## src/rtl/ex_mem_reg.sv

```systemverilog
// EX/MEM pipeline register for the 5-stage in-order integer core.
// It carries the EX result into MEM and returns the partial multiply-accumulate
// state (hilo_temp/cnt) to EX. It also counts valid instructions entering MEM,
// and this count saturates at its maximum value.
// Optional feature: define EX_MEM_HILO_EN to also carry HI/LO writes (ex_whilo/ex_hi/ex_lo).
// Each edge applies the first matching rule: flush, advance (stall[2]=0), bubble
// (stall[3]=0), hold. A stall[3]=1 with stall[2]=0 is treated as advance.
module ex_mem_reg #(
  parameter int unsigned DATA_W = 32,
  parameter int unsigned ADDR_W = 5,
  parameter int unsigned CNT_W  = 2
) (
  input  logic                clk,
  input  logic                rst,
  input  logic [5:0]          stall,
  input  logic                flush,
  input  logic                ex_valid,
  input  logic [ADDR_W-1:0]   ex_wd,
  input  logic                ex_wreg,
  input  logic [DATA_W-1:0]   ex_wdata,
  input  logic [2*DATA_W-1:0] hilo_temp_i,
  input  logic [CNT_W-1:0]    cnt_i,
`ifdef EX_MEM_HILO_EN
  input  logic                ex_whilo,
  input  logic [DATA_W-1:0]   ex_hi,
  input  logic [DATA_W-1:0]   ex_lo,
  output logic                mem_whilo,
  output logic [DATA_W-1:0]   mem_hi,
  output logic [DATA_W-1:0]   mem_lo,
`endif
  output logic                mem_valid,
  output logic [ADDR_W-1:0]   mem_wd,
  output logic                mem_wreg,
  output logic [DATA_W-1:0]   mem_wdata,
  output logic [2*DATA_W-1:0] hilo_temp_o,
  output logic [CNT_W-1:0]    cnt_o,
  output logic [31:0]         inst_count
);

  logic                valid_q, valid_d;
  logic [ADDR_W-1:0]   wd_q, wd_d;
  logic                wreg_q, wreg_d;
  logic [DATA_W-1:0]   wdata_q, wdata_d;
  logic [2*DATA_W-1:0] hilo_temp_q, hilo_temp_d;
  logic [CNT_W-1:0]    cnt_q, cnt_d;
  logic [31:0]         inst_count_q, inst_count_d;
`ifdef EX_MEM_HILO_EN
  logic                whilo_q, whilo_d;
  logic [DATA_W-1:0]   hi_q, hi_d;
  logic [DATA_W-1:0]   lo_q, lo_d;
`endif

  // Only the EX and MEM stall bits matter to this stage.
  logic unused_stall;
  assign unused_stall = ^{stall[5:4], stall[1:0]};

  // Next state: flush, then advance, then bubble; otherwise hold.
  always_comb begin
    valid_d      = valid_q;
    wd_d         = wd_q;
    wreg_d       = wreg_q;
    wdata_d      = wdata_q;
    hilo_temp_d  = hilo_temp_q;
    cnt_d        = cnt_q;
    inst_count_d = inst_count_q;
`ifdef EX_MEM_HILO_EN
    whilo_d      = whilo_q;
    hi_d         = hi_q;
    lo_d         = lo_q;
`endif
    if (flush) begin
      valid_d     = 1'b0;
      wd_d        = '0;
      wreg_d      = 1'b0;
      wdata_d     = '0;
      hilo_temp_d = '0;
      cnt_d       = '0;
`ifdef EX_MEM_HILO_EN
      whilo_d     = 1'b0;
      hi_d        = '0;
      lo_d        = '0;
`endif
    end else if (!stall[2]) begin
      valid_d     = ex_valid;
      wd_d        = ex_wd;
      wreg_d      = ex_wreg;
      wdata_d     = ex_wdata;
      hilo_temp_d = '0;
      cnt_d       = '0;
`ifdef EX_MEM_HILO_EN
      whilo_d     = ex_whilo;
      hi_d        = ex_hi;
      lo_d        = ex_lo;
`endif
      if (ex_valid && (inst_count_q != 32'hFFFF_FFFF)) begin
        inst_count_d = inst_count_q + 32'd1;
      end
    end else if (!stall[3]) begin
      // Bubble into MEM while EX keeps iterating its accumulate.
      valid_d     = 1'b0;
      wd_d        = '0;
      wreg_d      = 1'b0;
      wdata_d     = '0;
      hilo_temp_d = hilo_temp_i;
      cnt_d       = cnt_i;
`ifdef EX_MEM_HILO_EN
      whilo_d     = 1'b0;
      hi_d        = '0;
      lo_d        = '0;
`endif
    end
  end

  // State registers with asynchronous active-low clear.
  always_ff @(posedge clk or negedge rst) begin
    if (!rst) begin
      valid_q      <= 1'b0;
      wd_q         <= '0;
      wreg_q       <= 1'b0;
      wdata_q      <= '0;
      hilo_temp_q  <= '0;
      cnt_q        <= '0;
      inst_count_q <= '0;
`ifdef EX_MEM_HILO_EN
      whilo_q      <= 1'b0;
      hi_q         <= '0;
      lo_q         <= '0;
`endif
    end else begin
      valid_q      <= valid_d;
      wd_q         <= wd_d;
      wreg_q       <= wreg_d;
      wdata_q      <= wdata_d;
      hilo_temp_q  <= hilo_temp_d;
      cnt_q        <= cnt_d;
      inst_count_q <= inst_count_d;
`ifdef EX_MEM_HILO_EN
      whilo_q      <= whilo_d;
      hi_q         <= hi_d;
      lo_q         <= lo_d;
`endif
    end
  end

  assign mem_valid   = valid_q;
  assign mem_wd      = wd_q;
  assign mem_wreg    = wreg_q;
  assign mem_wdata   = wdata_q;
  assign hilo_temp_o = hilo_temp_q;
  assign cnt_o       = cnt_q;
  assign inst_count  = inst_count_q;
`ifdef EX_MEM_HILO_EN
  assign mem_whilo   = whilo_q;
  assign mem_hi      = hi_q;
  assign mem_lo      = lo_q;
`endif

endmodule

```

## config.mk

```make
export PLATFORM = sky130hd
export DESIGN_NAME = ex_mem_reg
export DESIGN_NICKNAME = d
export VERILOG_FILES = /design/src/rtl/ex_mem_reg.sv
export SDC_FILE = /design/constraint.sdc
export NUM_CORES = 1
export LEC_CHECK = 0
export ABC_AREA = 1
export ABC_CLOCK_PERIOD_IN_PS = 2280
export CAP_MARGIN = 10
export CORE_MARGIN = 5
export CORE_UTILIZATION = 44
export DETAILED_ROUTE_END_ITERATION = 12
export HOLD_SLACK_MARGIN = 0.06
export PLACE_DENSITY = 0.83
export REMOVE_ABC_BUFFERS = 1
export SLEW_MARGIN = 20
export SYNTH_ARGS = -nofsm -noshare
export SYNTH_HDL_FRONTEND = slang
export SYNTH_SLANG_ARGS = --single-unit
```

## constraint.sdc

```tcl
create_clock -name clk -period 2.28 [get_ports clk]
set_input_delay 0.342 -clock clk [delete_from_list [all_inputs] [get_ports clk]]
set_output_delay 0.342 -clock clk [all_outputs]
set_load 0.03 [all_outputs]
```

# Word-level counts from Yosys, hierarchy flattened
# Cells that the tools add are included.
# totals
elab_cells	31
input_bits	114
ff_bits	137
output_inout_bits	137
# classes
eq_ne	2
muxes	17
add_sub_neg	1
bitwise	2
reduce_logical	2
# op_table
operator	count
2-to-1 mux 64 bit	3
2-to-1 mux 32 bit	3
adder 32 x 1 -> 32 bit (second input constant)	1
!= test 32 bit (second input constant)	1
2-to-1 mux 5 bit	3
2-to-1 mux 2 bit	3
2-to-1 mux 1 bit	5
!= test 3 x 2 -> 1 bit (second input constant)	1
AND reduction 3 bit	1
NOT 1 bit	2
logical AND 1 bit	1

# Depth between registers and ports, before layout
# Gate-level depths: netlist (run 1).
# depth
word_depth	3
depth_mapped	11
ltp_nobuf	10

# Worst setup path after synthesis (run 1)
# Ideal clock, no wire load.
# synth_timing
kind	flip-flop to flip-flop
from	reg inst_count_q[0] (netlist: inst_count[0])
to	reg inst_count_q[17] (netlist: inst_count[17])
stages_incl_launch_ff	12
period_less_slack_ns	1.811
required_ns	2.162
setup_ns	0.118
arrival_ns	1.693
path_slack_ns	0.469
path_buffers	1
cell_sequence	dfrtp_1 -> ha_1 -> inv_2 -> nor2_2 -> nand2_2 -> nor2_4 -> inv_2 -> nand2_4 -> nand2_4 -> buf_6 -> nand2_1 -> nand2_1
# synth_via
elab_chain_cells	3
word_cells_on_any_way	4
classes_between	add/sub (1); eq/ne (1); reduce/logical (2)
# synth_lines
item	line	source
from (decl)	46	logic [31:0] inst_count_q, inst_count_d;
from (signal assigned)	136	inst_count_q <= inst_count_d;
parallel branches: the longest is 3 deep, another holds adder 32 x 1 -> 32 bit	-	
# Several ways; the timed one is not identified.
# A chain may end at the register's enable or synchronous reset.

# Final worst setup path (run 1)
# Same ends and word-level chain as after synthesis.

==> results of run 1 <==
==> per-layer routing <==
| layer | share of wire, % | vias up | wire length, µm |
|---|---|---|---|
| met4 | 4.5 | 0 | 896 |
| met3 | 6.8 | 52 | 1370 |
| met1 | 39 | 2843 | 7700 |
| met2 | 50 | 222 | 10000 |
| met5 | 0 | - | 0 |
| li1 | - | 2881 | - |
==> cell usage in the layout (no fill, tap or decap) <==
| cell | synthesis | final |
|---|---|---|
| nand2_1 | 162 | 162 |
| a21oi_1 | 66 | 66 |
| buf_4 | 4 | 9 |
| dfrtp_1 | 137 | 137 |
| clkdlybuf4s50_1 | 0 | 244 |
| xnor2_1 | 6 | 6 |
| nor2_1 | 49 | 47 |
| nand4_1 | 1 | 1 |
| clkinv_2 | 0 | 1 |
| xor2_1 | 7 | 7 |
| buf_6 | 6 | 1 |
| clkinv_4 | 0 | 3 |
| inv_6 | 0 | 1 |
| diode_2 | 0 | 1 |
| nand2_2 | 5 | 5 |
| o21ai_4 | 1 | 1 |
| buf_12 | 0 | 4 |
| inv_1 | 91 | 91 |
| clkbuf_8 | 0 | 2 |
| clkinvlp_4 | 0 | 1 |
| nor2_2 | 5 | 6 |
| clkbuf_16 | 0 | 17 |
| ha_1 | 1 | 1 |
| nand3_1 | 48 | 48 |
| o21ai_0 | 68 | 68 |
| inv_2 | 2 | 2 |
| nand3b_1 | 1 | 1 |
| bufinv_16 | 0 | 4 |
| clkbuf_1 | 21 | 2 |
| nor2_4 | 2 | 3 |
| a32o_1 | 38 | 38 |
| dlygate4sd3_1 | 0 | 1 |
| nand2_4 | 2 | 2 |
==> report_power, final <==
| part | internal [mW] | total, mW | switching (mW) |
|---|---|---|---|
| sequential | 2.55 | 2.66 | 0.109 |
| combinational | 0.483 | 1.08 | 0.593 |
| clock | 1.89 | 2.92 | 1.03 |
| total | 4.92 | 6.65 | 1.73 |
==> kinds of logic (layout without fill, tap and decap cells) <==
kind of cell             Yosys count  count (layout)
XOR/XNOR                          13              13
adder cells (fa/ha/maj)            1               1
buffers and inverters            136             383
other                              0               1
AO/OA/AOI/OAI                    173             173
AND/OR/NAND/NOR                  275             275
flip-flops                       137             137
==> sequential cells by signal, summed over array words and instances (netlist names) <==
register	count
mem_valid	1
cnt_o	2
mem_wdata	32
mem_wreg	1
inst_count	32
hilo_temp_o	64
mem_wd	5
==> metrics by stage <==
| stage | utilization, % | hold WS (ns) | worst slack [ns] |
|---|---|---|---|
| floorplan | - | 0.0464 | -1.27 |
| global placement | 62.4 | 0.327 | 0.279 |
| detailed placement | 62.4 | 0.321 | 0.210 |
| CTS | 66.8 | 0.386 | 0.199 |
| global route | 66.9 | 0.416 | 0.000620 |
| finish | 66.9 | 0.407 | 0.204 |
==> final timing paths <==
path	start	end	slack, ns	cells past startpoint
setup / recovery	inst_count[0]	inst_count[17]	0.20	10
hold / removal	stall[3]	hilo_temp_o[53]	0.41	2
setup reg to reg	inst_count[0]	inst_count[17]	0.20	10
hold reg to reg	mem_valid	mem_valid	0.50	2
max in group asynchronous	rst	mem_wdata[24]	1.05	3
min in group asynchronous	rst	hilo_temp_o[53]	0.47	2
==> area by class of cell <==
class | count | area share, %
Inverter | 93 | 3.63
Clock inverter | 10 | 1.75
Multi-Input combinational cell | 462 | 24.5
Timing Repair Buffer | 259 | 27.2
Antenna cell | 1 | 0.0260
Clock buffer | 21 | 4.79
Sequential cell | 137 | 35.7
Tap cell | 184 | 2.40
==> out/qor.yml, run 1 <==
ctsHoldBuffers: 1
cp_max_fo: 30
grt_pass1_vias: 5978
crit_required_ns: 2.57
maxCapViolCount: 0
cts_tree: "done"
ys_seq_area_share_pct: 53.9
hold_violations: 0
setup_violations: 0
core-area_mm2: 0.0144
place_inst: 1134
cts_resized: 0
routed_wirelength_mm: 20.0
synth.top_cell.area_share_pct: 53.9
antenna_found_initial: 1
power.density_mw_per_mm2: 692
cp_slowest_cell: "dfrtp_1"
power_mw: 6.65
max_freq_mhz: 482
synthDistinctLibCells: 24
io_buffers: 246
rsz0062_at_grt: "false"
htree_levels: 4
grtUsageTotal_pct: 24.0
ys_async_sr_fraction_pct: 100
grt_use_met2_pct: 39.7
ir_drop_mv: 0.468
post-route-period-util_pct: 91.1
fin_skew_ns: 0.00781
seqCellArea_mm2: 0.00343
dp_hpwl_mm: 14.4
avgSynthCellArea_um2: 8.65
synth-simple-area-share_pct: 18.1
finalMaxSlewViolations: 0
critPathKind: "reg2reg"
grt_max_degree: 77
place.gp.congestion: 0.916
ys.flop_type: "dfrtp_1"
cp-start-kind: "flop"
synth-compound-area-share_pct: 16.8
final_antenna_net_count: 0
die_w_um: 130
routedWlPerCell_um: 17.1
synth_warnings: 0
cts-buffers-inserted: 17
path_cells: "ha_1, inv_2, nor2_2, nand2_2, nor2_4, inv_2, nand2_4, nand2_4, nand2_1, nand2_1"
fin_area_mm2: 0.00961
yosysMostFrequentCell: "nand2_1"
synth.largest_area_cell: "dfrtp_1"
drtIter0Drc: 419
fillerInstances: 1138
ys_seq_elements: 137
drive_gt1_share_pct: 6.31
p_leak_nw: 4.08
clock_latency_ns: 0.41
start_util_pct: 44.2
path_buf_inv: 2
area_growth_syn_to_layout_pct: 51.1
arrival_ns: 2.37
outcome: "completed"
drtPass1Iterations: 6
synthesis.area_mm2: 0.00636
clock-sinks: 137
die-area_mm2: 0.0169
finalSetupTns_ns: 0
top_usage_layer: "met2"
synth_cells: 735
instances_no_fill: 1167
nNetsFinal: 1085
remaining_drc_errors: 0
post_cts_buffers: 0
fin_crit_ns: 2.08
synth_top_family_by_area: "simple AND/OR/NAND/NOR gates"
grt_pass1_wl_mm: 31.5
synth_area_leaders: "dfrtp_1, nand2_1, a32o_1, inv_1, o21ai_0"
multi_input_area_mm2: 0.00236
synth-adder-area-share_pct: 0.197
vias_per_cell: 5.14
yosys.area_share.xor_xnor_pct: 1.79
slowest_delay_ns: 0.45
vias: 5998
cts_root_buf: "clkbuf_16"
synth.area.mux_share_pct: 0
synth-edff-count: 0
tightest_slew_ns: 0.504
rows: 44
use_met3_pct: 6.10
use_met1_pct: 28.9
grt_remaining_overflow: 0
placed_area_mm2: 0.00897
clk_pin_slew_ns: 0.06
fp.dieH_um: 130
clockBufferDepth: 2
hp-class: "in2reg"
max-slew-margin-rel_pct: 66.4
num_io_pins: 251
synth_common_cells: "nand2_1, dfrtp_1, inv_1, o21ai_0, a21oi_1"
critPathCaptureType: "flop"
cp_top_family: "simple AND/OR/NAND/NOR gates"
(Power assumes the default switching activity.)
==> run 2: changes to the inputs <==
--- a/config.mk
+++ b/config.mk
@@ -11,7 +11,7 @@
 export CORE_MARGIN = 5
 export CORE_UTILIZATION = 44
 export DETAILED_ROUTE_END_ITERATION = 12
-export HOLD_SLACK_MARGIN = 0.06
+export HOLD_SLACK_MARGIN = 0.03
 export PLACE_DENSITY = 0.83
 export REMOVE_ABC_BUFFERS = 1
 export SLEW_MARGIN = 20
==> results of run 2 <==
No change in the layout: final DEF, timing and power equal those of run 1.
